$ cat src/rtl/fetch_stage.sv
// Instruction fetch stage: issues one word-aligned request at a time, parks a
// response in a one-entry skid buffer when the IF/ID slot is stalled, and flushes on redirect.
module fetch_stage #(
  parameter logic [31:0] RESET_PC  = 32'h0000_0000,
  parameter logic [31:0] NOP_INSTR = 32'h0000_0013
) (
  input  logic        clk,
  input  logic        reset,
  input  logic        stallF,
  input  logic        redirect,
  input  logic [31:0] redirect_pc,
  output logic        imem_req,
  output logic [31:0] imem_addr,
  input  logic        imem_ready,
  input  logic        imem_rvalid,
  input  logic [31:0] imem_rdata,
  output logic [31:0] pcF,
  output logic [31:0] pc_plus4F,
  output logic [31:0] instrF,
  output logic        validF
);

  typedef enum logic [1:0] {
    S_REQ  = 2'd0,
    S_WAIT = 2'd1,
    S_HOLD = 2'd2
  } state_t;

  state_t      state_q, state_d;
  logic [31:0] fetch_pc_q, fetch_pc_d;
  logic [31:0] req_pc_q, req_pc_d;
  logic        drop_q, drop_d;
  logic [31:0] skid_pc_q, skid_pc_d;
  logic [31:0] skid_instr_q, skid_instr_d;
  logic [31:0] pcF_q, pcF_d;
  logic [31:0] pc_plus4F_q, pc_plus4F_d;
  logic [31:0] instrF_q, instrF_d;
  logic        validF_q, validF_d;

  logic [31:0] redirect_tgt;
  logic        slot_free;
  logic        req_fire;

  assign redirect_tgt = redirect_pc & 32'hFFFF_FFFC;
  // The slot can accept new data if it is empty or being consumed this cycle.
  assign slot_free    = !validF_q || !stallF;
  assign imem_req     = (state_q == S_REQ) && !redirect && !reset;
  assign imem_addr    = fetch_pc_q;
  assign req_fire     = imem_req && imem_ready;

  assign pcF       = pcF_q;
  assign pc_plus4F = pc_plus4F_q;
  assign instrF    = instrF_q;
  assign validF    = validF_q;

  always_comb begin
    state_d      = state_q;
    fetch_pc_d   = fetch_pc_q;
    req_pc_d     = req_pc_q;
    drop_d       = drop_q;
    skid_pc_d    = skid_pc_q;
    skid_instr_d = skid_instr_q;
    pcF_d        = pcF_q;
    pc_plus4F_d  = pc_plus4F_q;
    instrF_d     = instrF_q;
    validF_d     = validF_q;

    if (redirect) begin
      fetch_pc_d = redirect_tgt;
      validF_d   = 1'b0;
      instrF_d   = NOP_INSTR;
      // An outstanding response that has not yet arrived must be swallowed later.
      if ((state_q == S_WAIT) && !imem_rvalid) begin
        state_d = S_WAIT;
        drop_d  = 1'b1;
      end else begin
        state_d = S_REQ;
        drop_d  = 1'b0;
      end
    end else begin
      if (validF_q && !stallF) begin
        validF_d = 1'b0;
        instrF_d = NOP_INSTR;
      end

      unique case (state_q)
        S_REQ: begin
          if (req_fire) begin
            req_pc_d   = fetch_pc_q;
            fetch_pc_d = fetch_pc_q + 32'd4;
            state_d    = S_WAIT;
          end
        end

        S_WAIT: begin
          if (imem_rvalid) begin
            if (drop_q) begin
              drop_d  = 1'b0;
              state_d = S_REQ;
            end else if (slot_free) begin
              pcF_d       = req_pc_q;
              pc_plus4F_d = req_pc_q + 32'd4;
              instrF_d    = imem_rdata;
              validF_d    = 1'b1;
              state_d     = S_REQ;
            end else begin
              skid_pc_d    = req_pc_q;
              skid_instr_d = imem_rdata;
              state_d      = S_HOLD;
            end
          end
        end

        S_HOLD: begin
          if (!stallF) begin
            pcF_d       = skid_pc_q;
            pc_plus4F_d = skid_pc_q + 32'd4;
            instrF_d    = skid_instr_q;
            validF_d    = 1'b1;
            state_d     = S_REQ;
          end
        end

        default: state_d = S_REQ;
      endcase
    end
  end

  always_ff @(posedge clk) begin
    if (reset) begin
      state_q      <= S_REQ;
      fetch_pc_q   <= RESET_PC;
      req_pc_q     <= RESET_PC;
      drop_q       <= 1'b0;
      skid_pc_q    <= 32'd0;
      skid_instr_q <= NOP_INSTR;
      pcF_q        <= 32'd0;
      pc_plus4F_q  <= 32'd0;
      instrF_q     <= NOP_INSTR;
      validF_q     <= 1'b0;
    end else begin
      state_q      <= state_d;
      fetch_pc_q   <= fetch_pc_d;
      req_pc_q     <= req_pc_d;
      drop_q       <= drop_d;
      skid_pc_q    <= skid_pc_d;
      skid_instr_q <= skid_instr_d;
      pcF_q        <= pcF_d;
      pc_plus4F_q  <= pc_plus4F_d;
      instrF_q     <= instrF_d;
      validF_q     <= validF_d;
    end
  end

endmodule

$ cat config.mk
export PLATFORM = sky130hd
export DESIGN_NAME = fetch_stage
export DESIGN_NICKNAME = d
export VERILOG_FILES = /design/src/rtl/fetch_stage.sv
export SDC_FILE = /design/constraint.sdc
export NUM_CORES = 1
export LEC_CHECK = 0
export BUFFER_PORTS_ARGS = -buffer_cell sky130_fd_sc_hd__buf_4
export CORE_UTILIZATION = 23
export CTS_BUF_LIST = sky130_fd_sc_hd__clkbuf_4
export CTS_CLUSTER_SIZE = 28
export DETAILED_ROUTE_END_ITERATION = 16
export PLACE_DENSITY = 0.51
export SLEW_MARGIN = 10
export SYNTH_ARGS = -nofsm -noshare
export SYNTH_HDL_FRONTEND = slang
export SYNTH_SLANG_ARGS = --single-unit
export TNS_END_PERCENT = 1
$ cat constraint.sdc
create_clock -name clk -period 3.1 [get_ports clk]
set_clock_uncertainty 0.2 [all_clocks]
set_input_delay 0.62 -clock clk [delete_from_list [all_inputs] [get_ports clk]]
set_output_delay 0.62 -clock clk [all_outputs]
set_load 0.005 [all_outputs]
==> impl_metrics.env, run 1 <==
export IMPL_dieArea_sq_um=44400
export IMPL_fin_nets=1570
export IMPL_netlist_instances=1224
export IMPL_intPower_mw=4.75
export IMPL_ir_worst_vdd_v=0.000234
export IMPL_switching_share_pct=26.1
export IMPL_preCtsSetupSlack_ns=0.258
export IMPL_p_leak_nw=5.08
export IMPL_synth_ff_type="dfxtp_1"
export IMPL_syn_area_sq_um=10000
export IMPL_finalMaxSlewViolations=0
export IMPL_crit_slowest_cell="a211oi_1"
export IMPL_clk_latency_ns=0.70
export IMPL_ioPinCount=200
export IMPL_route_detailed_drc=0
export IMPL_clkSinkCount=218
export IMPL_rsz0062_at_grt="false"
export IMPL_postCtsSetupRepairBufs=0
export IMPL_timing_fmax_ghz=0.344
export IMPL_start_util_pct=23.3
export IMPL_grt_pass1_vias=9758
export IMPL_cp_start_kind="register"
export IMPL_wl_per_cell_um=17.4
export IMPL_end_kind="register"
export IMPL_overflow=0
export IMPL_cts_tree="yes"
export IMPL_worstSetupPathType="register to register"
export IMPL_period_share_pct=93.8
export IMPL_htreeDepth=3
export IMPL_comb_power_share_pct=8.7
export IMPL_vias=10300
export IMPL_rows=76
export IMPL_layout_cells_most_common_list="254 x nand2_1, 231 x buf_4, 218 x dfxtp_1"
export IMPL_clkPwrFrac_pct=45.6
export IMPL_seqPwrFrac_pct=45.7
export IMPL_gp_congestion=0.811
export IMPL_power_switching_mw=1.68
export IMPL_cts_reportedPaths_clkPinSlew_ns=0.06
export IMPL_drive_above_1_share_pct=23.5
export IMPL_setup_viol=0
export IMPL_grt_usage_pct=16.2
export IMPL_maxSlewHeadroom_pct=44.0
export IMPL_fin_crit_ns=2.91
export IMPL_final_common_cell="nand2_1"
export IMPL_portBuffers=191
export IMPL_min_path_type="input port to register"
export IMPL_ys_ff_latch=218
export IMPL_outcome="completed"
export IMPL_dp_cells=1949
export IMPL_worstPathCellList="inv_1 -> ha_2 -> buf_12 -> nand3b_1 -> a211oi_1 -> and4bb_2 -> a2111oi_1 -> a311o_1"
export IMPL_area_growth_pct=36.2
export IMPL_drtIter0Drc=747
export IMPL_die_x_um=211
export IMPL_wirelength_um=36800
export IMPL_required_ns=3.48
export IMPL_path_max_fanout=49
export IMPL_cts_hold_buffers=61
export IMPL_instances_no_fill=2120
export IMPL_cts_resized_gates=0
export IMPL_grt_first_pass_wirelength_um=56200
export IMPL_seq_area_frac_synth_pct=43.6
export IMPL_worst_ep_arrival_time_ns=3.28
export IMPL_p_per_area_nw_per_um2=471
export IMPL_yosysWarnings=0
export IMPL_firstDrtPassIters=6
export IMPL_hold_viol=0
export IMPL_die_h_um=211
export IMPL_grt_max_degree=63
export IMPL_coreArea_sq_um=43000
export IMPL_worst_pin_slew_ns=0.834
export IMPL_crit_path_max_incr_delay_ns=0.74
export IMPL_cap_violations=0
export IMPL_dpl_hpwl_um=25100
export IMPL_viasPerCell=4.87
export IMPL_fin_tns_setup_ns=0
export IMPL_fillCellCount=4711
export IMPL_synth_edf_count=0
export IMPL_holdWs_ns=0.0912
export IMPL_fin_ws_ns=0.192
export IMPL_ant_nets=0
export IMPL_clk_path_buf_depth=3
export IMPL_numCtsBuffers=68
export IMPL_synthArstFlopShare_pct=0
export IMPL_ctsRootBufferMaster="clkbuf_4"
export IMPL_syn_area_per_cell_sq_um=8.18
export IMPL_antenna_found_initial=1
export IMPL_yosysUniqueCellTypes=63
==> power groups by stage <==
| stage | Clock [mW] | Combinational [mW] | Sequential [mW] |
|---|---|---|---|
| finish | 2.93 | 0.557 | 2.94 |
| global route | 3.15 | 0.607 | 2.94 |
| CTS | 3.04 | 0.560 | 2.94 |
| detailed placement | 0 | 0.495 | 3.00 |
| global placement | 0 | 0.491 | 3.00 |
| floorplan | 0 | 0.241 | 2.97 |
==> stage by stage <==
stage / total power, mW / instance area, sq um / utilization [%]
2_1_floorplan: 3.21 / 10100 / -
3_3_place_gp: 3.49 / 12200 / 28.4
3_5_place_dp: 3.49 / 12200 / 28.4
4_1_cts: 6.54 / 13600 / 31.7
5_1_grt: 6.70 / 13600 / 31.7
6_report: 6.43 / 13600 / 31.7
==> final timing paths <==
check | start | end | slack [ns] | cells past startpoint
worst max-delay path | state_q[0] | pc_plus4F[28] | 0.19 | 8
worst min-delay path | imem_rvalid | drop_q | 0.09 | 4
worst max register to register | state_q[0] | pc_plus4F[28] | 0.19 | 8
worst min register to register | skid_instr_q[31] | skid_instr_q[31] | 0.25 | 2
==> synth_stat cells (3+ instances only) <==
master,count,area share (%)
a222oi_1,29,2.9
a21oi_1,100,5.0
xor2_1,5,0.44
o22ai_1,7,0.44
nand3_1,46,2.3
nand2_1,255,9.6
a2111oi_0,7,0.61
clkbuf_1,67,2.5
nor3_1,16,0.80
xnor2_1,16,1.4
a22o_1,29,2.5
nor2_1,94,3.5
a31oi_1,5,0.31
a311o_1,6,0.60
nand3b_1,6,0.45
buf_6,3,0.34
o311ai_0,7,0.61
and2_1,10,0.62
o21ai_1,4,0.20
a22oi_1,9,0.67
and3_1,18,1.1
mux2i_1,27,2.7
nand4b_1,7,0.61
or3_1,7,0.44
o311ai_1,6,0.52
nand2b_1,3,0.19
and4_1,7,0.61
buf_4,7,0.52
nor4_1,13,0.81
inv_1,10,0.37
ha_1,5,0.62
o21ai_0,46,2.3
dfxtp_1,218,44
buf_1,5,0.19
a211oi_1,33,2.5
o211ai_1,5,0.37
nor2b_1,4,0.25
a32oi_1,3,0.26
mux2_2,12,1.3
a21o_1,3,0.22
buf_2,17,0.85
nand4_1,21,1.3
==> cells by family after synthesis <==
logic type	synth area share, %
mux	4.16
xor+xnor	1.84
flops	43.6
other cells	0.0374
compound gates	21.3
simple gates	23.6
fa+ha+maj	0.625
buf+inv	4.84
==> state kept, by name (all words and copies together), names as in the netlist <==
register / flops
pcF: 30
state_q: 2
drop_q: 1
instrF: 32
pc_plus4F: 30
req_pc_q: 30
imem_addr: 30
validF: 1
skid_pc_q: 30
skid_instr_q: 32
==> final cells by class <==
type                       count  area [sq um]  area share [%]
timing repair buffer         296          2420            17.8
tap                          585           732            5.36
sequential                   218          4360            32.0
inverter                      10          37.5           0.275
clock buffer                  94           706            5.17
multi-input combinational    901          5240            38.4
clock inverter                15           135           0.990
antenna                        1          2.50          0.0183
==> worst max-delay path, delay by kind of cell (launching register included) <==
| family | cells | cell delay, ns |
|---|---|---|
| compound gates | 3 | 1.11 |
| simple gates | 2 | 0.58 |
| flops | 1 | 0.36 |
| buf+inv | 2 | 0.27 |
| fa+ha+maj | 1 | 0.24 |
==> routing by layer <==
layer  vias to the layer above  routed length (um)  track usage (%)  share of wire, %
li1                       5021                   -                -                 -
met1                      4913               17600             22.6                48
met2                       324               16200             24.4                44
met3                        73                2040             3.55               5.5
met4                         0                 980             6.25               2.7
met5                         -                   0                0                 0
Power figures use the tool's default switching activity.
==> inputs of run 2 (changes only) <==
--- a/config.mk
+++ b/config.mk
@@ -6,6 +6,7 @@
 export NUM_CORES = 1
 export LEC_CHECK = 0
 export BUFFER_PORTS_ARGS = -buffer_cell sky130_fd_sc_hd__buf_4
+export CORE_ASPECT_RATIO = 1.4
 export CORE_UTILIZATION = 23
 export CTS_BUF_LIST = sky130_fd_sc_hd__clkbuf_4
 export CTS_CLUSTER_SIZE = 28
==> run 2 against run 1 <==
Via count decreased by 1.0%. Die area about the same. Sequential power about the same. Hold slack got worse by 0.017 ns. Routed wire length decreased by 3.2%. Combinational power about the same. Maximum frequency increased by 0.76%. Largest cell class unchanged. Highest routed layer unchanged. Non-clock buffer count increased by 1. Cell count decreased by 1.7%. Power decreased by 5.0%. Critical path depth increased by 1. Sequential cell count unchanged. Critical endpoint is now skid_instr_q[31].
==> impl_metrics.env, run 2 (same netlist as run 1, synthesis figures left out) <==
export IMPL_worst_ep_arrival_time_ns=3.34
export IMPL_ir_worst_vdd_v=0.000231
export IMPL_final_cell_area_sq_um=13500
export IMPL_drive_above_1_share_pct=22.8
export IMPL_fin_nets=1563
export IMPL_gp_congestion=0.796
export IMPL_r2r_end="skid_instr_q[31]"
export IMPL_path_max_fanout=32
export IMPL_r2r_cells=9
export IMPL_timing_fmax_ghz=0.346
export IMPL_clk_latency_ns=0.73
export IMPL_placed_area_sq_um=12100
export IMPL_r2r_start="state_q[1]"
export IMPL_grt_usage_pct=15.8
export IMPL_period_share_pct=93.1
export IMPL_firstDrtPassIters=7
export IMPL_viasPerCell=4.91
export IMPL_layout_cells_most_common_list="254 x nand2_1, 230 x buf_4, 218 x dfxtp_1"
export IMPL_portBuffers=191
export IMPL_die_h_um=249
export IMPL_fin_tns_setup_ns=0
export IMPL_cap_violations=0
export IMPL_hp_start="redirect_pc[30]"
export IMPL_setup_viol=0
export IMPL_end_kind="register"
export IMPL_coreArea_sq_um=43000
export IMPL_dpl_hpwl_um=24200
export IMPL_instances_no_fill=2084
export IMPL_route_detailed_drc=0
export IMPL_clkSinkCount=218
export IMPL_start_util_pct=23.3
export IMPL_die_x_um=178
export IMPL_dieArea_sq_um=44400
export IMPL_grt_first_pass_wirelength_um=55300
export IMPL_area_growth_pct=34.8
export IMPL_p_per_area_nw_per_um2=452
export IMPL_cp_start_kind="register"
export IMPL_final_common_cell="nand2_1"
export IMPL_ctsRootBufferMaster="clkbuf_4"
export IMPL_cts_tree="yes"
export IMPL_wl_per_cell_um=17.1
export IMPL_antenna_found_initial=2
export IMPL_wirelength_um=35600
export IMPL_htreeDepth=2
export IMPL_clk_path_buf_depth=3
export IMPL_fillCellCount=4679
export IMPL_overflow=0
export IMPL_maxSlewHeadroom_pct=37.4
export IMPL_worst_pin_slew_ns=0.940
export IMPL_hold_depth=3
export IMPL_r2r_slack_ns=0.21
export IMPL_min_path_type="input port to register"
export IMPL_rsz0062_at_grt="false"
export IMPL_worstSetupPathType="register to register"
export IMPL_rows=90
export IMPL_ioPinCount=200
export IMPL_fin_crit_ns=2.89
export IMPL_hold_viol=0
export IMPL_dp_cells=1914
export IMPL_required_ns=3.55
export IMPL_cts_reportedPaths_clkPinSlew_ns=0.07
export IMPL_vias=10200
export IMPL_grt_max_degree=85
export IMPL_p_leak_nw=5.01
export IMPL_numCtsBuffers=60
export IMPL_drtIter0Drc=716
export IMPL_outcome="completed"
export IMPL_grt_pass1_vias=9835
export IMPL_min_to="imem_addr[30]"
export IMPL_finalMaxSlewViolations=0
export IMPL_postCtsSetupRepairBufs=0
export IMPL_ant_nets=0
-- run 2: changes by cell type in the layout (fill, tap and decap cells not counted), sizes merged --
cell         before  now
buf             235  233
bufinv            3    1
clkbuf           94   88
inv              12   10
dlygate4sd3      61   64
diode             1    2
clkinv           10   15
-- run 2: routing by layer --
layer	vias up	share of wire, %	GRT usage [%]
met5	-	0	0
met4	0	3.2	6.63
li1	5000	-	-
met2	347	48	26.0
met3	71	5.4	2.66
met1	4807	43	20.2
-- run 2: power by group --
group	switching [mW]	internal (mW)
clock network	1.25	1.37
logic	0.296	0.260
registers	0.0744	2.86
total	1.62	4.48
-- run 2: stage by stage --
| step | utilization, % | worst slack, ns | hold slack, ns | total power [mW] |
|---|---|---|---|---|
| after floorplan | - | 0.0339 | 0.236 | 3.21 |
| after global placement | 28.1 | 0.208 | 0.241 | 3.48 |
| after detailed placement | 28.1 | 0.226 | 0.247 | 3.49 |
| after CTS | 31.4 | 0.184 | 0.00402 | 6.25 |
| after global routing | 31.4 | 0.00764 | 0.0261 | 6.44 |
| final | 31.4 | 0.213 | 0.0740 | 6.11 |
-- run 2: worst max-delay path: stages, from the launching register on --
cell and delay, ns:
dfxtp_1 0.31, inv_1 0.10, ha_1 0.21, buf_4 0.40, and3_1 0.29, and2_2 0.17, buf_4 0.35, nand2_1 0.10
a21oi_1 0.13, dlygate4sd3_1 0.56
-- run 2: worst max-delay path by stage --
stage | startpoint | end
2_1_floorplan | state_q[0] | pc_plus4F[26]
3_3_place_gp | state_q[0] | pc_plus4F[27]
3_5_place_dp | state_q[0] | pc_plus4F[27]
4_1_cts | state_q[0] | pc_plus4F[27]
5_1_grt | state_q[0] | pc_plus4F[22]
6_report | state_q[1] | skid_instr_q[31]
-- run 2: cell type report --
class                           count  area (sq um)  area share (%)
Clock buffer                       88           661            4.89
Antenna cell                        2          5.00          0.0371
Clock inverter                     16          87.6           0.649
Multi-Input combinational cell    901          5230            38.8
Tap cell                          552           691            5.12
Timing Repair Buffer              297          2420            17.9
Inverter                           10          37.5           0.278
Sequential cell                   218          4360            32.3
-- run 2: timing repair --
| item | in CTS | in global routing |
|---|---|---|
| gates resized for setup | 0 | 1 |
| endpoints found under the setup margin | 0 | 1 |
| endpoints found under the hold margin | 84 | 0 |
| hold buffers | 64 | 0 |
==> inputs of run 3 (changes only) <==
--- a/config.mk
+++ b/config.mk
@@ -7,6 +7,7 @@
 export LEC_CHECK = 0
 export BUFFER_PORTS_ARGS = -buffer_cell sky130_fd_sc_hd__buf_4
 export CORE_ASPECT_RATIO = 1.4
+export CORE_MARGIN = 2
 export CORE_UTILIZATION = 23
 export CTS_BUF_LIST = sky130_fd_sc_hd__clkbuf_4
 export CTS_CLUSTER_SIZE = 28
==> run 3 against run 2 <==
Die area up 1.9%. Critical path depth decreased by 4. Utilization shrank 0.15 points. Hold slack worse by 0.0011 ns. Maximum frequency grew 1.8%. Power is 2.5% lower. Sequential power barely moved. First-iteration DRC count is 17% higher. Via count fell by 1.6%. Cell count down 0.53%. Sequential share of layout area up 0.16 points. Final area is 0.48% lower. Largest cell class unchanged.
==> impl_metrics.env, run 3 (same netlist as run 1, synthesis figures left out) <==
export IMPL_crit_top_cell="buf_4"
export IMPL_final_common_cell="nand2_1"
export IMPL_worst_ep_arrival_time_ns=2.01
export IMPL_fin_nets=1556
export IMPL_timing_fmax_ghz=0.353
export IMPL_start_util_pct=23.3
export IMPL_dieArea_sq_um=45300
export IMPL_path_max_fanout=7
export IMPL_drive_above_1_share_pct=23.0
export IMPL_ctsRootBufferMaster="clkbuf_4"
export IMPL_maxSlewHeadroom_pct=48.1
export IMPL_fin_tns_setup_ns=0
export IMPL_path_buf_inv=3
export IMPL_grt_max_degree=90
export IMPL_ir_worst_vdd_v=0.000208
export IMPL_r2r_cells=8
export IMPL_hold_viol=0
export IMPL_grt_pass1_vias=9681
export IMPL_switching_share_pct=26.5
export IMPL_ant_nets=0
export IMPL_wl_per_cell_um=17.0
export IMPL_crit_slowest_cell="dlygate4sd3_1"
export IMPL_intPower_mw=4.38
export IMPL_die_x_um=180
export IMPL_comb_power_share_pct=9.3
export IMPL_p_leak_nw=4.98
export IMPL_clk_latency_ns=0.73
export IMPL_cp_depth=5
export IMPL_rsz0062_at_grt="false"
export IMPL_use_met3_pct=2.56
export IMPL_ioPinCount=200
export IMPL_seqPwrFrac_pct=49.2
export IMPL_outcome="completed"
export IMPL_cts_tree="yes"
export IMPL_htreeDepth=2
export IMPL_layout_cells_most_common_list="254 x nand2_1, 227 x buf_4, 218 x dfxtp_1"
export IMPL_period_share_pct=91.4
export IMPL_setup_viol=0
export IMPL_overflow=0
export IMPL_drtIter0Drc=836
export IMPL_r2r_slack_ns=0.27
export IMPL_end_kind="primary output"
export IMPL_grt_usage_pct=14.9
export IMPL_required_ns=2.28
export IMPL_power_switching_mw=1.58
export IMPL_holdWs_ns=0.0729
export IMPL_worstSetupPathType="input port to primary output"
export IMPL_cts_reportedPaths_clkPinSlew_ns=0.07
export IMPL_top_usage_layer="met2"
export IMPL_numCtsBuffers=57
export IMPL_firstDrtPassIters=6
export IMPL_clkSinkCount=218
export IMPL_cp_start_kind="input port"
export IMPL_cpLargestDelayFamily="buffers and inverters"
export IMPL_clkPwrFrac_pct=41.5
export IMPL_antenna_found_initial=4
export IMPL_finalMaxSlewViolations=0
export IMPL_area_growth_pct=34.1
export IMPL_route_detailed_drc=0
export IMPL_wirelength_um=35300
export IMPL_portBuffers=191
export IMPL_use_met1_pct=19.0
export IMPL_crit_path_max_incr_delay_ns=0.53
export IMPL_cap_violations=0
export IMPL_viasPerCell=4.85
export IMPL_dpl_hpwl_um=24400
export IMPL_fin_crit_ns=2.83
export IMPL_rows=90
export IMPL_grt_first_pass_wirelength_um=54400
export IMPL_worstPathCellList="dlygate4sd3_1 -> buf_4 -> nor2_1 -> and2_1 -> buf_4"
export IMPL_vias=10100
export IMPL_p_per_area_nw_per_um2=443
export IMPL_gp_congestion=0.789
export IMPL_worst_pin_slew_ns=0.774
export IMPL_die_h_um=251
export IMPL_grt_use_met2_pct=24.8
export IMPL_coreArea_sq_um=43000
export IMPL_min_path_type="input port to register"
export IMPL_hold_depth=3
export IMPL_clk_path_buf_depth=3
run 3: cell count changes in the layout (fill, tap and decap cells not counted), sizes merged:
cell         previous run  this run
buf                   233       232
dlygate4sd3            64        61
clkbuf                 88        87
clkinv                 15         7
inv                    10        11
bufinv                  1         0
diode                   2         4
run 3: area by class of cell:
cell class                 instances  area [sq um]
sequential                       218          4360
inverter                          10          37.5
multi-input combinational        901          5240
antenna                            4          10.0
timing repair buffer             293          2410
fill                            4626         29600
clock buffer                      87           653
tap                              552           691
clock inverter                     8          36.3
run 3: worst paths after layout:
| check | start | to |
|---|---|---|
| max reg2reg | state_q[0] | pc_plus4F[28] |
| max | redirect | imem_req |
| min | redirect_pc[30] | imem_addr[30] |
| min reg2reg | pc_plus4F[9] | pc_plus4F[9] |
run 3: what timing repair did:
item | in CTS | in global routing
endpoints found under the hold margin | 77 | 0
hold buffers | 61 | 0
setup endpoints to repair | 1 | 1
gates resized for setup | 1 | 1
setup buffers | 0 | 0
run 3: metal layers:
layer / wire [um] / share of wire, %
met1: 15600 / 44
met2: 16800 / 48
met3: 1610 / 4.5
met4: 1270 / 3.6
met5: 0 / 0
run 3: through the flow:
step	util, %	setup slack [ns]	area, sq um	std cells	power (mW)
after floorplan	-	0.0339	10100	1229	3.21
after global placement	28.2	0.137	12100	1913	3.49
after detailed placement	28.2	0.0375	12100	1913	3.49
after CTS	31.2	0.184	13400	2069	6.07
after global routing	31.2	0.0861	13400	2073	6.26
final	31.2	0.265	13400	2073	5.95
run 3: worst min-delay path: stages:
cell      delay (ns)
buf_4           0.08
nor2_1          0.05
a211oi_1        0.19
run 3: power by group through the flow:
stage | Clock, mW | Sequential, mW | Combinational (mW)
after global placement | 0 | 2.99 | 0.497
after detailed placement | 0 | 2.99 | 0.500
after floorplan | 0 | 2.97 | 0.241
final | 2.47 | 2.93 | 0.555
after global routing | 2.72 | 2.93 | 0.609
after CTS | 2.58 | 2.93 | 0.562
